## src/rtl/servo_pkg.sv

```systemverilog
// Shared timing defaults and helpers for the multi-channel servo PWM block.
package servo_pkg;

  localparam int CLK_HZ   = 50_000_000;
  localparam int TICK_HZ  = 1_000_000;
  localparam int FRAME_US = 20_000;
  localparam int MIN_US   = 1_000;
  localparam int MAX_US   = 2_000;

  // Power-up / reset pulse width: midpoint of the legal range.
  function automatic int mid_us(input int lo, input int hi);
    return (lo + hi) / 2;
  endfunction

  // Unsigned clamp; callers zero-extend narrower positions to 32 bits.
  function automatic logic [31:0] clamp_pos(input logic [31:0] pos,
                                            input logic [31:0] lo,
                                            input logic [31:0] hi);
    if (pos < lo) return lo;
    if (pos > hi) return hi;
    return pos;
  endfunction

endpackage

```

## src/rtl/servo_tick_gen.sv

```systemverilog
// Prescaler: divides mclk down to a one-cycle tick enable every DIV cycles.
module servo_tick_gen
  import servo_pkg::*;
#(
  parameter int DIV = CLK_HZ / TICK_HZ
) (
  input  logic mclk,
  input  logic rst_n,
  output logic tick
);

  localparam int CNT_W = (DIV > 1) ? $clog2(DIV) : 1;
  localparam logic [CNT_W-1:0] LAST = CNT_W'(DIV - 1);

  logic [CNT_W-1:0] cnt_reg;

  always_ff @(posedge mclk or negedge rst_n) begin
    if (!rst_n) begin
      cnt_reg <= '0;
    end else if (cnt_reg == LAST) begin
      cnt_reg <= '0;
    end else begin
      cnt_reg <= cnt_reg + 1'b1;
    end
  end

  assign tick = (cnt_reg == LAST);

endmodule

```

## src/rtl/multi_servo_pwm.sv

```systemverilog
// N-channel servo PWM generator with shadowed pulse widths committed at each frame boundary.
// Optional build macro SLEW_LIMIT_EN limits each commit to a SLEW_US step toward the shadow value.
module multi_servo_pwm
  import servo_pkg::*;
#(
  parameter int CLK_HZ   = servo_pkg::CLK_HZ,
  parameter int TICK_HZ  = servo_pkg::TICK_HZ,
  parameter int N_CH     = 4,
  parameter int FRAME_US = servo_pkg::FRAME_US,
  parameter int MIN_US   = servo_pkg::MIN_US,
  parameter int MAX_US   = servo_pkg::MAX_US,
  parameter int W        = 16,
  parameter int SLEW_US  = 50,
  localparam int CW      = (N_CH > 1) ? $clog2(N_CH) : 1
) (
  input  logic            mclk,
  input  logic            rst_n,
  input  logic            wr_en,
  input  logic [CW-1:0]   wr_ch,
  input  logic [W-1:0]    wr_pos,
  input  logic [CW-1:0]   rd_ch,
  output logic [W-1:0]    rd_pos,
  output logic            wr_err,
  output logic            frame_strobe,
  output logic [N_CH-1:0] pwm
);

  localparam int DIV = CLK_HZ / TICK_HZ;
  localparam logic [W-1:0] MID        = W'(mid_us(MIN_US, MAX_US));
  localparam logic [W-1:0] FRAME_LAST = W'(FRAME_US - 1);
  localparam logic [CW:0]  N_CH_W     = (CW + 1)'(N_CH);

  if ((CLK_HZ % TICK_HZ) != 0 || DIV < 2 || MIN_US >= MAX_US || MAX_US >= FRAME_US ||
      SLEW_US < 1 || N_CH < 1 || N_CH > 16 || ((FRAME_US - 1) >> W) != 0) begin : g_bad_cfg
    $error("multi_servo_pwm: inconsistent timing parameters");
  end

  logic                   tick;
  logic                   commit;
  logic                   wr_ok;
  logic [W-1:0]           wr_pos_clamped;
  logic [W-1:0]           frame_cnt_reg;
  logic [N_CH-1:0][W-1:0] active_vec;
  logic [N_CH-1:0]        pwm_next;
  logic [N_CH-1:0]        pwm_reg;
  logic [W-1:0]           rd_next;
  logic [W-1:0]           rd_pos_reg;
  logic                   wr_err_reg;
  logic                   frame_strobe_reg;

  servo_tick_gen #(
    .DIV (DIV)
  ) u_tick (
    .mclk  (mclk),
    .rst_n (rst_n),
    .tick  (tick)
  );

  assign commit         = tick && (frame_cnt_reg == FRAME_LAST);
  assign wr_ok          = wr_en && ({1'b0, wr_ch} < N_CH_W);
  assign wr_pos_clamped = W'(clamp_pos(32'(wr_pos), 32'(MIN_US), 32'(MAX_US)));

  for (genvar gi = 0; gi < N_CH; gi++) begin : g_ch
    logic         wr_hit;
    logic [W-1:0] shadow_reg;
    logic [W-1:0] active_reg;
    logic [W-1:0] commit_val;

    assign wr_hit = wr_ok && (wr_ch == CW'(gi));

`ifdef SLEW_LIMIT_EN
    localparam logic [W:0]   SLEW_X = (W + 1)'(SLEW_US);
    localparam logic [W-1:0] SLEW_N = W'(SLEW_US);
    logic [W:0] diff_up;
    logic [W:0] diff_dn;

    // Differences are taken one bit wider so the comparison never sees a wrapped value;
    // the stepped result always lies between active and shadow, so W bits hold it.
    always_comb begin
      diff_up = {1'b0, shadow_reg} - {1'b0, active_reg};
      diff_dn = {1'b0, active_reg} - {1'b0, shadow_reg};
      if (shadow_reg >= active_reg) begin
        commit_val = (diff_up <= SLEW_X) ? shadow_reg : active_reg + SLEW_N;
      end else begin
        commit_val = (diff_dn <= SLEW_X) ? shadow_reg : active_reg - SLEW_N;
      end
    end
`else
    assign commit_val = shadow_reg;
`endif

    // Commit samples the pre-write shadow, so a write in the commit cycle lands next frame.
    always_ff @(posedge mclk or negedge rst_n) begin
      if (!rst_n) begin
        shadow_reg <= MID;
        active_reg <= MID;
      end else begin
        if (commit) active_reg <= commit_val;
        if (wr_hit) shadow_reg <= wr_pos_clamped;
      end
    end

    assign active_vec[gi] = active_reg;
    assign pwm_next[gi]   = (frame_cnt_reg < active_reg);
  end

  always_comb begin
    rd_next = '0;
    for (int i = 0; i < N_CH; i++) begin
      if (rd_ch == CW'(i)) rd_next = active_vec[i];
    end
  end

  always_ff @(posedge mclk or negedge rst_n) begin
    if (!rst_n) begin
      frame_cnt_reg    <= '0;
      pwm_reg          <= '0;
      rd_pos_reg       <= '0;
      wr_err_reg       <= 1'b0;
      frame_strobe_reg <= 1'b0;
    end else begin
      if (tick) frame_cnt_reg <= commit ? '0 : frame_cnt_reg + 1'b1;
      pwm_reg          <= pwm_next;
      rd_pos_reg       <= rd_next;
      wr_err_reg       <= wr_en && !wr_ok;
      frame_strobe_reg <= commit;
    end
  end

  assign pwm          = pwm_reg;
  assign rd_pos       = rd_pos_reg;
  assign wr_err       = wr_err_reg;
  assign frame_strobe = frame_strobe_reg;

endmodule

```

## config.mk

```make
export PLATFORM = sky130hd
export DESIGN_NAME = multi_servo_pwm
export DESIGN_NICKNAME = d
export VERILOG_FILES = /design/src/rtl/servo_pkg.sv /design/src/rtl/servo_tick_gen.sv /design/src/rtl/multi_servo_pwm.sv
export SDC_FILE = /design/constraint.sdc
export NUM_CORES = 1
export LEC_CHECK = 0
export CORE_UTILIZATION = 40
export DETAILED_ROUTE_END_ITERATION = 7
export DONT_BUFFER_PORTS = 1
export GPL_TIMING_DRIVEN = 0
export PLACE_DENSITY = 0.5
export REMOVE_ABC_BUFFERS = 1
export SYNTH_ARGS = -nofsm -noshare
export SYNTH_HDL_FRONTEND = slang
export SYNTH_HIERARCHICAL = 1
export SYNTH_SLANG_ARGS = --single-unit
```

## constraint.sdc

```tcl
create_clock -name mclk -period 3.6 [get_ports mclk]
set_input_delay 0.54 -clock mclk [delete_from_list [all_inputs] [get_ports mclk]]
set_output_delay 0.54 -clock mclk [all_outputs]
set_load 0.05 [all_outputs]
```

Word-level counts from Yosys, hierarchy flattened
Cells that the tools add are included.
Storage, ports and cells
  flip-flop bits (word level): 171
  logic and storage cells: 49
Cells by class
  $add $sub $neg: 2
  magnitude comparators: 6
  equal/unequal tests: 8
  multiplexer cells: 13
  reductions and logical operators: 7
Operators with widths (count)
  16-bit 2-to-1 mux: 9
  16-bit less-than comparator: 4
  16-bit by 1-bit adder with 16-bit output, second input constant: 1
  16-bit by 15-bit == test with 1-bit output, second input constant: 1
  16-bit by 11-bit > comparator with 1-bit output, second input constant: 1
  16-bit by 10-bit less-than comparator with 1-bit output, second input constant: 1
  2-bit == test, second input constant: 4
  6-bit by 1-bit adder with 6-bit output, second input constant: 1
  6-bit == test, second input constant: 1
  6-bit 2-to-1 mux: 1
  1-bit logical AND: 5
  2-bit by 1-bit == test with 1-bit output, second input constant: 2
  2-bit logical NOT: 2
  1-bit 2-to-1 mux: 3

Depth between registers and ports, before layout
  depth in word-level cells: 5
  depth in mapped cells: 10
  gate-level depth less buffers: 8

Modules after synthesis
The synthesis kept the hierarchy.
Modules (own cells, without submodules)
  multi_servo_pwm: instances 1, cells each 689, area an instance 8097.8 um2, sequential area each 4199.0 um2
  servo_tick_gen: instances 1, cells each 26, area an instance 285.3 um2, sequential area each 150.1 um2

Worst setup path before layout
No wires, ideal clock.
  kind: flip-flop to flip-flop
  start: register u_tick.cnt_reg[1]
  end: register g_ch[1].active_reg[11]
  setup time: 0.125 ns
  arrival time: 2.415 ns
  required time: 3.475 ns
  slack: 1.060 ns
  cell stages (with the launch flop): 11
  buffers on the path: 2
  clock period less this slack: 2.540 ns
  cell sequence: dfrtp_1 > inv_1 > ha_1 > nor2b_1 > and4b_1 > clkbuf_2 > and4_1 > nand2_1 > nor3_4 > buf_6 > mux2_2
Between the ends
  longest elaborated chain between the ends: 2
RTL lines
  start: declaration: line servo_tick_gen.sv:15  | logic [CNT_W-1:0] cnt_reg;
  start signal: assignment: line servo_tick_gen.sv:23  | cnt_reg <= cnt_reg + 1'b1;
  6-bit == test: line servo_tick_gen.sv:27  | assign tick = (cnt_reg == LAST);
  named net tick: line multi_servo_pwm.sv:38  | logic tick;
  1-bit logical AND: line multi_servo_pwm.sv:59  | assign commit = tick && (frame_cnt_reg == FRAME_LAST);
  end signal: assignment: line multi_servo_pwm.sv:98  | if (commit) active_reg <= commit_val;
  end: declaration: line multi_servo_pwm.sv:66  | logic [W-1:0] active_reg;
The timed path passes the listed nets, and every way through them passes these cells.
A chain may end at the register's enable or synchronous reset.

Worst setup path in the final report
  start: register u_tick.cnt_reg[1]
  end: register g_ch[0].active_reg[9]
Between the ends
  longest elaborated chain between the ends: 2
RTL lines (line)
  6-bit == test: servo_tick_gen.sv:27
  named net tick: multi_servo_pwm.sv:38
  1-bit logical AND: multi_servo_pwm.sv:59
  end signal: assignment: multi_servo_pwm.sv:98
  end: declaration: multi_servo_pwm.sv:66
The timed path passes the listed nets, and every way through them passes these cells.

==> results.ini <==
[status]
status=finished, violations left
violations=negative hold slack

[global_route]
track_usage=0.1876
overflow=0
grt_max_degree=172
grt_pass1_wl_microns=30610
antenna_found_initial=0
grt_pass1_vias=5467

[setup_path]
cp_slowest_stage_delay_ns=0.46
path_cells=inv_1 > ha_1 > nor2b_1 > and4b_1 > and4_1 > nand2_1 > nor3_4 > buf_16 > buf_8 > mux2_2
reg2reg_slack_ns=0.46
cp_max_fo=19
cp.buffers_inverters=3
rr_worst_depth=10
crit_required_ns=3.91
cp_top_family=simple AND/OR/NAND/NOR gates
r2r-start=u_tick/cnt_reg[1]
slowest_stage=nor3_4
r2r_end=g_ch[0].active_reg[9]
cp-start-kind=flip-flop
endpoint_kind=flip-flop
arrival_ns=3.46
criticalPathCategory=reg -> reg

[logic_synthesis]
synth_flop_cell=dfrtp_1
synthArstFlopShare=1.000
ys_warn_count=6
avgSynthCellArea_sq_um=11.72
synth_cells=715
yosysSeqAreaShare=0.5188
synth_cell_types=52
syn_area_sq_mm=0.008383
synth_edf_count=0
synth-seq-cells=171

[floorplanning]
fp.dieW_microns=146.8
initial_core_util=0.4116
die_h_microns=146.8
ios=45
coreArea_sq_mm=0.02036
num_rows=52
fp.dieArea_sq_mm=0.02154

[final_layout]
area_delta_synth_final_pct=11.04
nNetsFinal=804
layout_common_cells=dfrtp_1, inv_1, ha_1, nand2_1, mux2_2
drive_gt1_frac=0.2408
nFillCells=1842
diodes=0
layout_commonest_cell=dfrtp_1
final_cell_count_no_fill=1001

[job]
maxCapViolCount=0

[timing]
holdWs_ns=-0.2019
setup_viol=0
worst_pin_slew_ns=1.152
rsz0062_at_grt=false
post-route-period-util=0.8735
fin_skew_ns=0.007286
fmax_ghz=0.3180
relSlewSlack=0.2298
period_minus_slack_ns=3.144
drv_slew=0
hold_violations=129

[clock_network]
cts_resized=0
clock_sinks=171
cts_buffers=17
clock_path_buffers=2
clkLatencyLatePin_ns=0.43
cts_tree=yes
htree_levels=4
clk_pin_slew_worst_paths_ns=0.07
ctsRootBufferMaster=clkbuf_16

[pwr]
ir_drop_mv=0.2767
p_leak_nw=4.195
cellPowerDensity_mw_per_mm2=426.7
p_total_mw=3.973

[drt]
wl_microns=18640
firstDrtPassIters=4
vias=5294
vias_per_cell=5.289
drt-wirelength-per-cell_microns=18.62
drtIter0Drc=273
ant_nets=0
drc=0

[placed_design]
dp_cells=968
portBuffers=0
gp_congestion=0.7958
dp_hpwl_microns=12850

[hold_path]
hp-class=in -> async

## repair_timing
item,4_1_cts,5_1_grt
hold endpoints to repair,171,169
setup endpoints to repair,0,0
buffers inserted,0,0
## stage by stage
stage / util / cell area, sq um / worst slack [ns] / hold slack, ns / TNS (ns)
after floorplan: - / 8243 / -0.1962 / 0.2444 / -10.82
after global placement: 0.4214 / 8581 / -1.431 / 0.2501 / -96.88
after detailed placement: 0.4263 / 8682 / 0.4664 / 0.2513 / 0
after CTS: 0.4565 / 9296 / 0.4491 / -0.2145 / 0
after global routing: 0.4571 / 9309 / 0.2603 / -0.2305 / 0
final: 0.4571 / 9309 / 0.4555 / -0.2019 / 0
## final cells by class
class                           instances  area (sq um)  area share
Timing Repair Buffer                    6         108.9     0.01169
Tap cell                              270         337.8     0.03629
Multi-Input combinational cell        444          3606      0.3874
Sequential cell                       171          4349      0.4672
Clock inverter                         15         188.9     0.02030
Clock buffer                           17         425.4     0.04570
Inverter                               78         292.8     0.03145
## synthesized netlist by cell type, types with 2 or more instances
cell,n,share of area
dfstp_2,56,0.18
a221o_1,4,0.0048
nand2_1,61,0.027
mux2_2,61,0.082
o311ai_0,4,0.0042
o21ai_0,42,0.025
nor3_1,11,0.0066
and4_1,3,0.0031
or3_1,3,0.0022
nand2b_1,6,0.0045
nand3_1,6,0.0036
ha_1,63,0.094
inv_1,78,0.035
buf_1,2,0.00090
a21o_1,12,0.011
nand4_1,11,0.0082
a21oi_1,25,0.015
buf_6,7,0.0094
o21a_1,5,0.0045
mux2i_1,2,0.0024
a2111oi_0,6,0.0063
xnor2_1,9,0.0094
mux2_1,5,0.0067
xor2_1,5,0.0052
mux4_2,16,0.043
and3_1,6,0.0045
and2_1,20,0.015
dfrtp_1,115,0.34
clkbuf_1,11,0.0049
nor3b_1,2,0.0018
o22ai_1,3,0.0022
o31ai_1,3,0.0027
nor4_1,5,0.0037
or4_1,4,0.0036
nor2_1,26,0.012
## cells by family (layout without fill, tap and decap cells)
family	count (synthesis)	count (layout)	share of synthesized area
AOI/OAI and AO/OA	107	107	0.07836
xor gates and xnor gates	14	14	0.01463
other	1	1	0.0004473
DFF	171	171	0.5188
muxes	84	84	0.1340
adders and majority gates	63	63	0.09403
and+or+nand+nor	175	175	0.1081
buffers and inverters	100	116	0.05164
## power by group
group          internal (mW)  leakage (nW)  switching [mW]
clock                   1.11         0.289           0.807
combinational         0.0271          1.75          0.0445
sequential              1.97          2.16          0.0147
## metal layers
| layer | wire (microns) | track usage |
|---|---|---|
| met1 | 9196 | 0.2668 |
| met3 | 550 | 0.03323 |
| met2 | 8616 | 0.2877 |
| met4 | 276 | 0.06615 |
| met5 | 0 | 0 |
## worst max-delay path by stage
stage                                 start               endpoint  slack, ns  cells past startpoint
after floorplan           u_tick/cnt_reg[1]  g_ch[0].active_reg[0]      -0.20                      8
after global placement    u_tick/cnt_reg[1]  g_ch[1].active_reg[9]      -1.43                      8
after detailed placement  u_tick/cnt_reg[1]  g_ch[0].active_reg[9]       0.47                     10
after CTS                 u_tick/cnt_reg[1]  g_ch[0].active_reg[9]       0.45                     10
after global routing      u_tick/cnt_reg[1]  g_ch[2].active_reg[9]       0.26                     10
final                     u_tick/cnt_reg[1]  g_ch[0].active_reg[9]       0.46                     10
No activity file was read; power rests on OpenSTA's default activity.
